[src/rtl/seq_mult_pkg.sv]
// Shared types and constants for the sequential shift-add multiplier.
package seq_mult_pkg;

  typedef enum logic [1:0] {
    IDLE = 2'd0,
    RUN  = 2'd1,
    DONE = 2'd2
  } mult_state_t;

  localparam int MULT_W_DEFAULT = 8;

endpackage

[src/rtl/addsub_ext.sv]
// (WIDTH+1)-bit adder/subtractor; operands are sign- or zero-extended by one bit.
module addsub_ext #(
  parameter int WIDTH = 8
) (
  input  logic [WIDTH-1:0] A,
  input  logic [WIDTH-1:0] S,
  input  logic             sub,
  input  logic             ext_signed,
  output logic [WIDTH:0]   sum
);

  logic [WIDTH:0] a_ext;
  logic [WIDTH:0] s_ext;

  assign a_ext = {ext_signed & A[WIDTH-1], A};
  assign s_ext = {ext_signed & S[WIDTH-1], S};
  assign sum   = sub ? (a_ext - s_ext) : (a_ext + s_ext);

endmodule

[src/rtl/seq_mult_addshift.sv]
// Signed shift-add multiplier, one multiplier bit per clock, start/done handshake.
// Define SEQ_MULT_UNSIGNED_EN to add the Is_Unsigned port for per-operation unsigned mode.
module seq_mult_addshift
  import seq_mult_pkg::*;
#(
  parameter int WIDTH = MULT_W_DEFAULT
) (
  input  logic               Clk,
  input  logic               Reset_n,
  input  logic               Start,
  input  logic [WIDTH-1:0]   Mcand,
  input  logic [WIDTH-1:0]   Mplier,
`ifdef SEQ_MULT_UNSIGNED_EN
  input  logic               Is_Unsigned,
`endif
  output logic [2*WIDTH-1:0] Product,
  output logic               X,
  output logic               Busy,
  output logic               Done
);

  localparam int              CW   = $clog2(WIDTH + 1);
  localparam logic [CW-1:0]   LAST = CW'(WIDTH - 1);

  mult_state_t state, state_nxt;

  logic             x_q;
  logic [WIDTH-1:0] a_q;
  logic [WIDTH-1:0] b_q;
  logic [WIDTH-1:0] s_q;
  logic [CW-1:0]    cnt_q;

  logic             load;
  logic             step;
  logic             last;
  logic             uns;
  logic             sub;
  logic [WIDTH-1:0] addend;
  logic [WIDTH:0]   sum;

`ifdef SEQ_MULT_UNSIGNED_EN
  logic uns_q;

  always_ff @(posedge Clk or negedge Reset_n) begin
    if (!Reset_n)  uns_q <= 1'b0;
    else if (load) uns_q <= Is_Unsigned;
  end

  assign uns = uns_q;
`else
  assign uns = 1'b0;
`endif

  // State register
  always_ff @(posedge Clk or negedge Reset_n) begin
    if (!Reset_n) state <= IDLE;
    else          state <= state_nxt;
  end

  // Next-state logic
  always_comb begin
    state_nxt = state;
    case (state)
      IDLE:    if (Start) state_nxt = RUN;
      RUN:     if (last)  state_nxt = DONE;
      DONE:    state_nxt = IDLE;
      default: state_nxt = IDLE;
    endcase
  end

  // FSM outputs and datapath controls, all decoded from the registered state
  always_comb begin
    load = 1'b0;
    step = 1'b0;
    Busy = 1'b0;
    Done = 1'b0;
    case (state)
      IDLE: load = Start;
      RUN: begin
        step = 1'b1;
        Busy = 1'b1;
      end
      DONE: begin
        Busy = 1'b1;
        Done = 1'b1;
      end
      default: ;
    endcase
  end

  // The multiplier's sign bit carries weight -2^(W-1), so its partial product is subtracted.
  assign last   = (cnt_q == LAST);
  assign addend = b_q[0] ? s_q : '0;
  assign sub    = b_q[0] & last & ~uns;

  addsub_ext #(.WIDTH(WIDTH)) u_addsub (
    .A          (a_q),
    .S          (addend),
    .sub        (sub),
    .ext_signed (~uns),
    .sum        (sum)
  );

  always_ff @(posedge Clk or negedge Reset_n) begin
    if (!Reset_n) begin
      x_q   <= 1'b0;
      a_q   <= '0;
      b_q   <= '0;
      s_q   <= '0;
      cnt_q <= '0;
    end else if (load) begin
      x_q   <= 1'b0;
      a_q   <= '0;
      b_q   <= Mplier;
      s_q   <= Mcand;
      cnt_q <= '0;
    end else if (step) begin
      x_q   <= sum[WIDTH];
      a_q   <= sum[WIDTH:1];
      b_q   <= {sum[0], b_q[WIDTH-1:1]};
      cnt_q <= cnt_q + CW'(1);
    end
  end

  assign Product = {a_q, b_q};
  assign X       = x_q;

endmodule

[config.mk]
export PLATFORM = sky130hd
export DESIGN_NAME = seq_mult_addshift
export DESIGN_NICKNAME = d
export VERILOG_FILES = /design/src/rtl/seq_mult_pkg.sv /design/src/rtl/addsub_ext.sv /design/src/rtl/seq_mult_addshift.sv
export SDC_FILE = /design/constraint.sdc
export NUM_CORES = 1
export LEC_CHECK = 0
export BUFFER_PORTS_ARGS = -buffer_cell sky130_fd_sc_hd__buf_2
export CAP_MARGIN = 10
export CORE_MARGIN = 2
export CORE_UTILIZATION = 45
export CTS_CLUSTER_SIZE = 10
export DETAILED_ROUTE_END_ITERATION = 10
export GPL_ROUTABILITY_DRIVEN = 0
export GPL_TIMING_DRIVEN = 0
export PLACE_DENSITY = 0.67
export SYNTH_ARGS = -nofsm -noshare
export SYNTH_HDL_FRONTEND = slang
export SYNTH_SLANG_ARGS = --single-unit
[constraint.sdc]
create_clock -name Clk -period 3.9 [get_ports Clk]
set_clock_uncertainty 0.15 [all_clocks]
set_input_delay 0.39 -clock Clk [delete_from_list [all_inputs] [get_ports Clk]]
set_output_delay 0.39 -clock Clk [all_outputs]
set_load 0.02 [all_outputs]
Word level (Yosys, flattened, before mapping)
Index checks and enable logic that the tools add are counted.
{"block": "word_totals", "ff_bits": 31, "input_bits": 19, "n_memories": 0, "ramBits": 0, "word_cells": 36, "rom_bits": 0, "out_inout_bits": 19, "latch_bits": 0}
{"block": "classes", "mul": 0, "n_lt_le_gt_ge": 0, "n_addsub": 3, "div": 0, "n_reduce_logical": 4, "n_shift": 0, "eq_ne": 5, "mux": 17, "bitwise": 1}
{"cell": "8-bit 2-to-1 mux", "count": 5}
{"cell": "8-bit by 8-bit adder with 9-bit output", "count": 1}
{"cell": "9-bit 2-to-1 mux", "count": 1}
{"cell": "8-bit by 8-bit subtractor with 9-bit output", "count": 1}
{"cell": "4-bit 2-to-1 mux", "count": 2}
{"cell": "1-bit 2-to-1 mux", "count": 6}
{"cell": "4-bit by 1-bit adder with 4-bit output (second input constant)", "count": 1}
{"cell": "4-bit by 3-bit == test with 1-bit output (second input constant)", "count": 1}
{"cell": "2-bit 2-to-1 mux", "count": 2}
{"cell": "2-bit != test (second input constant)", "count": 2}
{"cell": "2-bit case mux with 2 select lines", "count": 1}
{"cell": "2-bit by 1-bit == test with 1-bit output (second input constant)", "count": 1}
{"cell": "2-bit == test (second input constant)", "count": 1}
{"cell": "2-bit zero test", "count": 1}
{"cell": "2-bit AND reduction", "count": 1}
{"cell": "2-bit nonzero test", "count": 1}
{"cell": "2-bit OR reduction", "count": 1}
{"cell": "1-bit bitwise AND", "count": 1}

Depth between registers and ports, before layout
{"block": "logic_depth", "word_depth": 5, "ltp_mapped": 15}

Modules after synthesis
From an unflattened synthesis, not the netlist that was laid out.
{"block": "hier_totals", "hier_cells": 210, "hier_area_um2": 1974.4}
{"mod": "seq_mult_addshift", "instances": 1, "cells_each": 137, "area_each_um2": 1418.9, "seq_area_each_um2": 750.7}
{"mod": "addsub_ext", "instances": 1, "cells_each": 73, "area_each_um2": 555.5, "seq_area_each_um2": 0.0}

Worst setup path after synthesis
OpenSTA, ideal clock, no wires.
{"block": "synth_path", "kind": "reg2reg", "from": "register b_q[0]", "to": "register x_q (netlist: X)", "arrival_time_ns": 2.876, "synth_period_minus_slack_ns": 3.104, "path_stages_with_launch": 12, "setup_time_ns": 0.077, "setup_slack_ns": 0.796, "path_cell_list": "dfrtp_1 > clkbuf_1 > nand2_1 > ha_1 > mux2_2 > fa_1 > and2b_1 > o31a_1 > o21ai_1 > xor2_1 > or3_1 > a21oi_1"}
{"block": "synth_between", "elab_chain_cells": 5, "word_cells_on_any_way": 7, "classes_between": "add/sub: 2; mux: 4; bitwise: 1"}
{"element": "start: declaration", "line_no": "seq_mult_addshift.sv:29", "source": "logic [WIDTH-1:0] b_q;"}
{"element": "start signal: assignment", "line_no": "seq_mult_addshift.sv:114", "source": "b_q <= Mplier;"}
{"element": "start signal: assignment", "line_no": "seq_mult_addshift.sv:120", "source": "b_q <= {sum[0], b_q[WIDTH-1:1]};"}
{"element": "8-bit 2-to-1 mux", "line_no": "seq_mult_addshift.sv:93", "source": "assign addend = b_q[0] ? s_q : '0;"}
{"element": "8-bit by 8-bit adder with 9-bit output / 8-bit by 8-bit subtractor with 9-bit output (equally long branches)", "line_no": "addsub_ext.sv:17", "source": "assign sum = sub ? (a_ext - s_ext) : (a_ext + s_ext);"}
{"element": "9-bit 2-to-1 mux *", "line_no": "addsub_ext.sv:17"}
{"element": "1-bit 2-to-1 mux *", "line_no": "seq_mult_addshift.sv:117", "source": "end else if (step) begin"}
{"element": "1-bit 2-to-1 mux *", "line_no": "seq_mult_addshift.sv:111", "source": "end else if (load) begin"}
{"element": "end signal: assignment", "line_no": "seq_mult_addshift.sv:118", "source": "x_q <= sum[WIDTH];"}
{"element": "end: declaration", "line_no": "seq_mult_addshift.sv:27", "source": "logic x_q;"}
Every way passes the cells marked *; elsewhere a longest branch is shown, timed or not. The select of a mux whose other input is x is not followed.
A chain may end at the register's enable or synchronous reset.

Worst setup path after layout
Same ends and word-level chain as after synthesis.

==> out/qor.yml <==
worst_setup_path:
  cp-end-kind: "flop"
  r2r_slack_ns: 0.51
  arrival_ns: 3.46
  start_kind: "flop"
  r2r_end: "X"
  crit_start: "b_q[0]"
  worst-setup-path-type: "flop to flop"
  cp_max_fo: 10
  r2r_cells: 13
  cp.required_ns: 3.97
  reg2reg_from: "b_q[0]"
detailed_routing:
  drcViolationCount: 0
  drt_iter0_markers: 125
  dr_wl_met2_um: 1970
  vias_per_cell: 5.25
  wirelength_um: 4240
  post_drt_wl_per_cell_um: 13.4
  m1WireLength_um: 2010
  drt_pre_antenna_iters: 4
  dr.max_layer_used: "met4"
  met3_length_um: 170
  dr_total_vias: 1655
  drtAntennaViolNets: 0
yosys:
  yosysUniqueCellTypes: 42
  ys_seq_area_share_pct: 39.3
  syn-instance-count: 220
  syn_area_sq_um: 1910
  yosysTopAreaCellShare_pct: 39.3
  yosysWarnings: 0
  synth_edf_count: 0
  async_flop_share_pct: 100
  syn_area_per_cell_sq_um: 8.67
  ys_ff_latch: 30
  synth.largest_area_cell: "dfrtp_1"
  syn-num-nets: 254
  netlist_top_cells_area: "dfrtp_1 39%, nand2_1 10%, ha_1 9.2%, o21ai_0 6.6%, mux2i_1 4.2%"
  synthFlopType: "dfrtp_1"
final_layout:
  drive_above_1_share_pct: 20.0
  fin_cells: 315
  syn_to_final_growth_pct: 18.8
  final_cell_mix: "52 x nand2_1, 39 x buf_2, 30 x dfrtp_1, 25 x o21ai_0, 14 x ha_1"
  final_common_cell: "nand2_1"
  nets: 298
  diodes: 0
floorplan:
  rows: 23
  die_area_sq_um: 4780
  start_util_pct: 47.4
  die_h_um: 69.1
  io_pins: 38
  die_w_um: 69.1
  core_area_sq_um: 4030
grt:
  antenna_found_initial: 0
  grt_pass1_vias: 1579
  grt_max_degree: 31
  grt_pass1_wl_um: 7150
  grt-ovfl-total: 0
  grtUsageTotal_pct: 18.8
clocking:
  cts.sinks: 30
  clock_latency_ns: 0.30
  cts_setup_buffers: 0
  root_buffer: "clkbuf_8"
  htreeDepth: 2
  clock_path_buffers: 2
  clk_pin_slew_ns: 0.07
  cts_inserted_buffers: 5
  ctsResizeCount: 0
  cts_tree: "done"
  cts_hold_buf: 0
sta:
  slew_violations: 0
  tns_ns: 0
  min_period_ns: 3.39
  hold_violations: 24
  slew_headroom_pct: 54.2
  worst_pin_slew_ns: 0.687
  min_period_over_period_pct: 86.9
  setup_violations: 0
  holdWs_ns: -0.0291
  max_freq_mhz: 295
  rsz0062_at_grt: "false"
power:
  vdd_drop_max_uv: 466
  p_leak_nw: 1.11
  finalPower_mw: 2.30
  p_per_area_nw_per_um2: 1020
run_status:
  violations: "hold timing"
  outcome: "complete, but fails checks"
place:
  port_buffers: 37
  hpwl_um: 3050
  dpl.cell_count: 307
min_path:
  hp-class: "input pin to asynchronous set/reset pin"
job:
  drv_cap: 0
## flip-flops by register name (all words and copies together) (netlist names)
register and cells:
b_q 8, s_q 8, a_q 7, cnt_q 4, state 2, X 1
## report_power, final
| part | total, mW | internal [mW] | switching [mW] |
|---|---|---|---|
| Sequential | 0.607 | 0.456 | 0.151 |
| Combinational | 1.39 | 0.592 | 0.802 |
| Clock | 0.299 | 0.178 | 0.121 |
| Total | 2.30 | 1.23 | 1.07 |
## cells in the mapped netlist (2+ instances only)
master    count
ha_1         14
inv_1         8
or3_1         2
nand2_1      52
o211ai_1      2
o21ai_0      25
xor2_1        3
a211oi_1      2
dfrtp_1      30
o21a_1        5
nand3_1       2
nor2_1       11
a32oi_1       2
mux2i_1       8
buf_2         2
o31ai_1       2
a21oi_1       7
and3_1        2
xnor2_1       4
clkbuf_1      6
a31oi_1       2
nor3_1        5
nor2b_1       4
nand3b_1      2
## worst max-delay path, stage by stage, from the launching register on
cell and delay, ns:
dfrtp_1 0.47, clkbuf_1 0.33, nand2_1 0.12, ha_1 0.23, inv_1 0.13, nand2_1 0.06, a32oi_1 0.25, ha_1 0.31
and2b_1 0.20, o31a_1 0.28, o21ai_1 0.22, xor2_1 0.11, or3_1 0.31, a21oi_1 0.15
## final cells by class
class	instances	area (sq um)
Fill cell	387	1760
Multi-Input combinational cell	172	1080
Sequential cell	30	751
Timing Repair Buffer	37	185
Clock buffer	8	110
Tap cell	50	62.6
Buffer	10	43.8
Inverter	8	30.0
## layer usage
metal,vias to the layer above,global-route usage [%]
met5,-,0
met4,0,9.59
met3,8,4.39
met2,29,29.6
met1,769,24.2
li1,849,-
## kinds of logic after synthesis
kind of cell               Yosys count  synth area share [%]
adders and majority gates           15                  10.2
muxes                                9                  4.79
DFF                                 30                  39.3
and+or+nand+nor                     89                  21.1
xor gates and xnor gates             7                  3.21
buffers and inverters               18                  3.87
AOI/OAI and AO/OA                   52                  17.4
## worst max-delay path by stage
stage / depth (start not counted) / slack [ns] / to
finish: 13 / 0.51 / X
CTS: 13 / 0.52 / X
global route: 13 / 0.20 / X
detailed placement: 13 / 0.58 / X
global placement: 13 / 0.60 / X
floorplan: 11 / 0.80 / X
## stage by stage
step / utilization [%] / hold WS, ns / cell area [sq um] / setup WS, ns
5_1_grt: 56.2 / 0.0378 / 2270 / 0.196
6_report: 56.2 / -0.0291 / 2270 / 0.510
3_3_place_gp: 53.5 / 0.323 / 2160 / 0.596
3_5_place_dp: 53.5 / 0.326 / 2160 / 0.584
4_1_cts: 56.2 / 0.0102 / 2270 / 0.522
2_1_floorplan: - / -0.0556 / 1910 / 0.796
(Power assumes the default switching activity.)
